[src/rtl/bundle_counter_array.sv]
// Bipolar bundling accumulator: one saturating signed counter per lane,
// majority (sign) vector emitted one cycle after the last beat of a bundle.
module bundle_counter_array #(
  parameter int unsigned D        = 32,
  parameter int unsigned W        = 16,
  parameter int unsigned CW       = 16,
  parameter int unsigned TIE_MODE = 0
) (
  input  logic          clk,
  input  logic          rst,
  input  logic          clear,
  input  logic          in_valid,
  input  logic [D-1:0]  in_bits,
  input  logic          in_last,
  output logic          out_valid,
  output logic [D-1:0]  out_bits,
  output logic [CW-1:0] out_count,
  output logic          out_sat
);

  // Symmetric clamp limits; the most negative code is never used.
  localparam logic [W-1:0] MaxVal = {1'b0, {(W-1){1'b1}}};
  localparam logic [W-1:0] MinVal = (~MaxVal) + {{(W-1){1'b0}}, 1'b1};

  logic [D-1:0][W-1:0] cnt_q, cnt_d, base, upd;
  logic [CW-1:0]       vcnt_q, vcnt_d, vcnt_base, vcnt_upd;
  logic                sat_q, sat_d, sat_hit, sat_upd;
  logic                out_valid_q, out_valid_d;
  logic [D-1:0]        out_bits_q, out_bits_d;
  logic [CW-1:0]       out_count_q, out_count_d;
  logic                out_sat_q, out_sat_d;

  // Post-update lane values, count and sticky flag for the accepted vector.
  // Counters are zeroed at emission, so only clear selects a zero base here.
  always_comb begin
    base    = '0;
    upd     = '0;
    sat_hit = 1'b0;
    for (int i = 0; i < int'(D); i++) begin
      base[i] = clear ? '0 : cnt_q[i];
      if (in_bits[i]) begin
        if (base[i] == MinVal) begin
          upd[i]  = MinVal;
          sat_hit = 1'b1;
        end else begin
          upd[i] = base[i] - {{(W-1){1'b0}}, 1'b1};
        end
      end else begin
        if (base[i] == MaxVal) begin
          upd[i]  = MaxVal;
          sat_hit = 1'b1;
        end else begin
          upd[i] = base[i] + {{(W-1){1'b0}}, 1'b1};
        end
      end
    end
    vcnt_base = clear ? '0 : vcnt_q;
    vcnt_upd  = (vcnt_base == {CW{1'b1}}) ? vcnt_base : vcnt_base + {{(CW-1){1'b0}}, 1'b1};
    sat_upd   = (clear ? 1'b0 : sat_q) | sat_hit;
  end

  // Next state: accumulate, emit on last beat (and restart from zero), or clear.
  always_comb begin
    cnt_d       = cnt_q;
    vcnt_d      = vcnt_q;
    sat_d       = sat_q;
    out_valid_d = 1'b0;
    out_bits_d  = out_bits_q;
    out_count_d = out_count_q;
    out_sat_d   = out_sat_q;
    if (in_valid) begin
      if (in_last) begin
        cnt_d       = '0;
        vcnt_d      = '0;
        sat_d       = 1'b0;
        out_valid_d = 1'b1;
        out_count_d = vcnt_upd;
        out_sat_d   = sat_upd;
        for (int i = 0; i < int'(D); i++) begin
          if (upd[i] == '0) begin
            case (TIE_MODE)
              0:       out_bits_d[i] = 1'b0;
              1:       out_bits_d[i] = 1'b1;
              default: out_bits_d[i] = in_bits[i];
            endcase
          end else begin
            out_bits_d[i] = upd[i][W-1];
          end
        end
      end else begin
        cnt_d  = upd;
        vcnt_d = vcnt_upd;
        sat_d  = sat_upd;
      end
    end else if (clear) begin
      cnt_d  = '0;
      vcnt_d = '0;
      sat_d  = 1'b0;
    end
  end

  // State and registered outputs with synchronous reset.
  always_ff @(posedge clk) begin
    if (rst) begin
      cnt_q       <= '0;
      vcnt_q      <= '0;
      sat_q       <= 1'b0;
      out_valid_q <= 1'b0;
      out_bits_q  <= '0;
      out_count_q <= '0;
      out_sat_q   <= 1'b0;
    end else begin
      cnt_q       <= cnt_d;
      vcnt_q      <= vcnt_d;
      sat_q       <= sat_d;
      out_valid_q <= out_valid_d;
      out_bits_q  <= out_bits_d;
      out_count_q <= out_count_d;
      out_sat_q   <= out_sat_d;
    end
  end

  assign out_valid = out_valid_q;
  assign out_bits  = out_bits_q;
  assign out_count = out_count_q;
  assign out_sat   = out_sat_q;

endmodule

[config.mk]
export PLATFORM = sky130hd
export DESIGN_NAME = bundle_counter_array
export DESIGN_NICKNAME = d
export VERILOG_FILES = /design/src/rtl/bundle_counter_array.sv
export SDC_FILE = /design/constraint.sdc
export NUM_CORES = 2
export LEC_CHECK = 0
export CORE_MARGIN = 2
export CORE_UTILIZATION = 45
export DETAILED_ROUTE_END_ITERATION = 6
export MAX_ROUTING_LAYER = met4
export PLACE_DENSITY = 0.72
export SLEW_MARGIN = 0
export SYNTH_ARGS = -nofsm -noshare
export SYNTH_HDL_FRONTEND = slang
export SYNTH_SLANG_ARGS = --single-unit
[constraint.sdc]
create_clock -name clk -period 5.2 [get_ports clk]
set_clock_uncertainty 0.15 [all_clocks]
set_input_delay 0.52 -clock clk [delete_from_list [all_inputs] [get_ports clk]]
set_output_delay 0.52 -clock clk [all_outputs]
set_load 0.05 [all_outputs]
==> flow_metrics.py <==
metrics = {
    "outcome": {
        "status": "finished, final reports clean",
    },
    "synth": {
        "synth-seq-cells": 579,
        "yosys_warnings": 0,
        "netlist_area_sq_um": 50100,
        "postSynthCellCount": 7266,
        "synth_fp_nets": 7394,
        "yosys_most_used_dff": "dfxtp_1",
        "synth_largest_area_cell": "dfxtp_1",
        "synth_cell_type_count": 114,
        "synth_edf_count": 0,
        "ys_async_sr_fraction": 0,
        "ys_seq_area_frac": 0.231,
        "post-synth-top-area-fraction": 0.231,
        "avgSynthCellArea_sq_um": 6.90,
        "synth_area_leaders": "dfxtp_1, o21ai_0, a21oi_1, nand2_1, nor2_1",
    },
    "worst_setup_path": {
        "crit_chain": "buf_8 > inv_8 > buf_12 > nand2_1 > inv_1 > ha_1 > nand3_1 > nor3_2 > nand4_1 > nand3_1 > or4_1 > nor4_1 > a31oi_1",
        "cp.required_ps": 5570,
        "path_class": "input port to flip-flop",
        "crit_path_start": "clear",
        "worst-path-max-fanout": 101,
        "reg2regPathDepth": 10,
        "r2r_setup_slack_ps": 1470,
        "cp_common_cell": "nand3_1",
        "cp-start-kind": "input port",
        "crit_path_end": "out_sat",
        "critPathArrivalTime_ps": 4240,
        "crit_slowest_cell": "nor4_1",
        "r2r-end": "out_sat",
        "slowest_delay_ps": 820,
        "worstSetupEndpointType": "flip-flop",
        "rr_startpoint": "cnt_q[161]",
    },
    "clocking": {
        "cts-resized-gates": 0,
        "cts_setup_buffers": 0,
        "clk-insertion-delay-late_ps": 670,
        "cts-root-buf": "clkbuf_16",
        "clkSinkCount": 579,
        "path_clk_slew_ps": 60,
        "cts_tree": "yes",
        "cts-hold-fix-buffers": 0,
        "clk_path_buf_depth": 3,
        "cts_made_buffers": 74,
        "h-tree-depth": 3,
    },
    "grt": {
        "grt_pass1_vias": 49700,
        "gr-usage-all-layers": 0.288,
        "grt_first_pass_wirelength_microns": 266000,
        "grt_overflow_total": 0,
        "grt_max_degree": 166,
        "antenna_found_initial": 7,
    },
    "floorplan": {
        "core_sq_um": 111000,
        "die_height_microns": 338,
        "rows": 122,
        "pin_count": 87,
        "initial_core_util": 0.453,
        "die_w_microns": 338,
        "die_area_sq_um": 114000,
    },
    "final_layout": {
        "instances_no_fill": 8479,
        "area_delta_synth_final_pct": 7.57,
        "n_fill_cell": 10900,
        "drive_above_1_share": 0.0556,
        "design_area_sq_um": 53900,
        "fin_nets": 7056,
    },
    "drt": {
        "drt_iter0_drc": 6233,
        "viasPerCell": 6.45,
        "drt_pass1_iterations": 6,
        "wl_per_cell_microns": 19.6,
        "finalWirelength_microns": 166000,
        "antenna_left": 0,
        "drc": 0,
        "dr_total_vias": 54700,
    },
    "timing": {
        "worstMarginPinSlew_ps": 1200,
        "final_max_slew_viol_count": 0,
        "clock.fmax_ghz": 0.258,
        "grt_setup_unrepaired": "no",
        "fin_crit_ps": 3880,
        "fin_crit_sh": 0.746,
        "timing.final.setup_violations": 0,
        "relSlewSlack": 0.189,
        "hold_viol_final": 0,
        "setup_slack_ps": 1320,
        "setup_tns_ps": 0,
    },
    "place": {
        "io_buffer_count": 86,
        "placed_area_sq_um": 51300,
        "dp.cells": 8340,
        "gp_congestion": 0.961,
        "hpwl_microns": 109000,
        "pre_cts_ws_ps": 861,
    },
    "run": {
        "cap_violations": 0,
    },
    "pwr": {
        "leakage_nw": 18.7,
        "max-vdd-ir-drop_v": 0.000239,
        "powerDensity_nw_per_um2": 244,
    },
    "worst_hold_path": {
        "hp-class": "input port to flip-flop",
    },
}
[cell families after synthesis]
family / after synthesis / share of synthesized area
and+or+nand+nor: 3135 / 0.319
adders and majority gates: 91 / 0.0227
AOI/OAI and AO/OA: 2301 / 0.296
buffers and inverters: 762 / 0.0610
muxes: 25 / 0.00512
DFF: 579 / 0.231
xor gates and xnor gates: 373 / 0.0652
[layout make-up]
class,count,area (sq um),area share
Antenna cell,7,17.5,0.000325
Inverter,175,671,0.0124
Timing Repair Buffer,173,1700,0.0315
Clock buffer,96,2070,0.0383
Tap cell,1488,1860,0.0345
Multi-Input combinational cell,5925,35500,0.659
Clock inverter,36,480,0.00891
Sequential cell,579,11600,0.215
[synthesized netlist by cell type, types with 20 or more instances]
master / number
nand2_1: 767
nor2_1: 765
o21ai_0: 634
a21oi_1: 603
dfxtp_1: 579
clkbuf_1: 426
nand3_1: 293
xnor2_1: 231
nor3_1: 225
nor2b_1: 205
inv_1: 173
nor4_1: 143
xor2_1: 142
a31oi_1: 139
buf_2: 114
nand2b_1: 108
nand4_1: 105
ha_1: 91
a22oi_1: 78
a21o_1: 74
and3_1: 71
or3_1: 69
o21a_1: 63
or4_1: 61
nand3b_1: 60
o211ai_1: 60
a211oi_1: 59
o31ai_1: 58
o221ai_1: 42
and2_1: 41
nand4b_1: 41
a22o_1: 39
a32oi_1: 39
buf_1: 36
a31o_2: 33
or2_2: 31
a221oi_1: 28
o21bai_1: 28
o41ai_1: 27
a221o_1: 26
and4_1: 25
mux2i_1: 20
nor4_2: 20
[cells in the final DEF, fill, tap and decap left out, types with 42 or more instances in the layout]
master / netlist / final
a211oi_1: 59 / 59
a21o_1: 74 / 74
a21oi_1: 603 / 603
a22oi_1: 78 / 78
a31oi_1: 139 / 139
and3_1: 71 / 71
buf_4: 3 / 73
clkbuf_16: 0 / 75
clkdlybuf4s50_1: 0 / 82
dfxtp_1: 579 / 579
ha_1: 91 / 91
inv_1: 173 / 171
nand2_1: 767 / 763
nand2b_1: 108 / 108
nand3_1: 293 / 293
nand3b_1: 60 / 60
nand4_1: 105 / 105
nor2_1: 765 / 761
nor2b_1: 205 / 205
nor3_1: 225 / 225
nor4_1: 143 / 143
o211ai_1: 60 / 60
o21a_1: 63 / 63
o21ai_0: 634 / 634
o221ai_1: 42 / 42
o31ai_1: 58 / 58
or3_1: 69 / 69
or4_1: 61 / 61
xnor2_1: 231 / 231
xor2_1: 142 / 142
[critical path, delay by kind of cell]
| family | cells | cell delay [ps] |
|---|---|---|
| simple gates | 7 | 2400 |
| buf+inv | 4 | 850 |
| fa+ha+maj | 1 | 240 |
| compound gates | 1 | 160 |
[stage by stage]
| step | hold WS [ps] | util | power [W] |
|---|---|---|---|
| floorplan | 309 | - | 0.00696 |
| global placement | 339 | 0.464 | 0.00763 |
| detailed placement | 347 | 0.464 | 0.00768 |
| CTS | 79.3 | 0.488 | 0.0132 |
| global route | 108 | 0.488 | 0.0137 |
| finish | 102 | 0.488 | 0.0131 |
[registers in the layout (all words and copies together), names as in the netlist]
signal	count
out_bits	32
out_sat	1
vcnt_q	16
sat_q	1
out_count	16
cnt_q	512
out_valid	1
[per-layer routing]
layer	GRT usage	share of wire	vias up
met2	0.443	0.44	2415
li1	-	-	26000
met5	-	0	-
met1	0.381	0.43	25900
met3	0.0424	0.087	390
met4	0.111	0.038	0
[power breakdown]
part           internal (W)  switching (W)
clock               0.00326        0.00220
combinational      0.000994        0.00176
sequential          0.00461       0.000311
total               0.00887        0.00427
[how the worst min path moves through the flow]
| stage | start | endpoint | slack [ps] | cells past startpoint |
|---|---|---|---|---|
| 3_5_place_dp | cnt_q[417] | cnt_q[417] | 350 | 2 |
| 2_1_floorplan | cnt_q[417] | cnt_q[417] | 310 | 2 |
| 5_1_grt | rst | cnt_q[467] | 110 | 2 |
| 3_3_place_gp | cnt_q[417] | cnt_q[417] | 340 | 2 |
| 4_1_cts | rst | cnt_q[467] | 80 | 2 |
| 6_report | rst | cnt_q[467] | 100 | 2 |
Note: power is estimated with default switching activity, not from simulation.
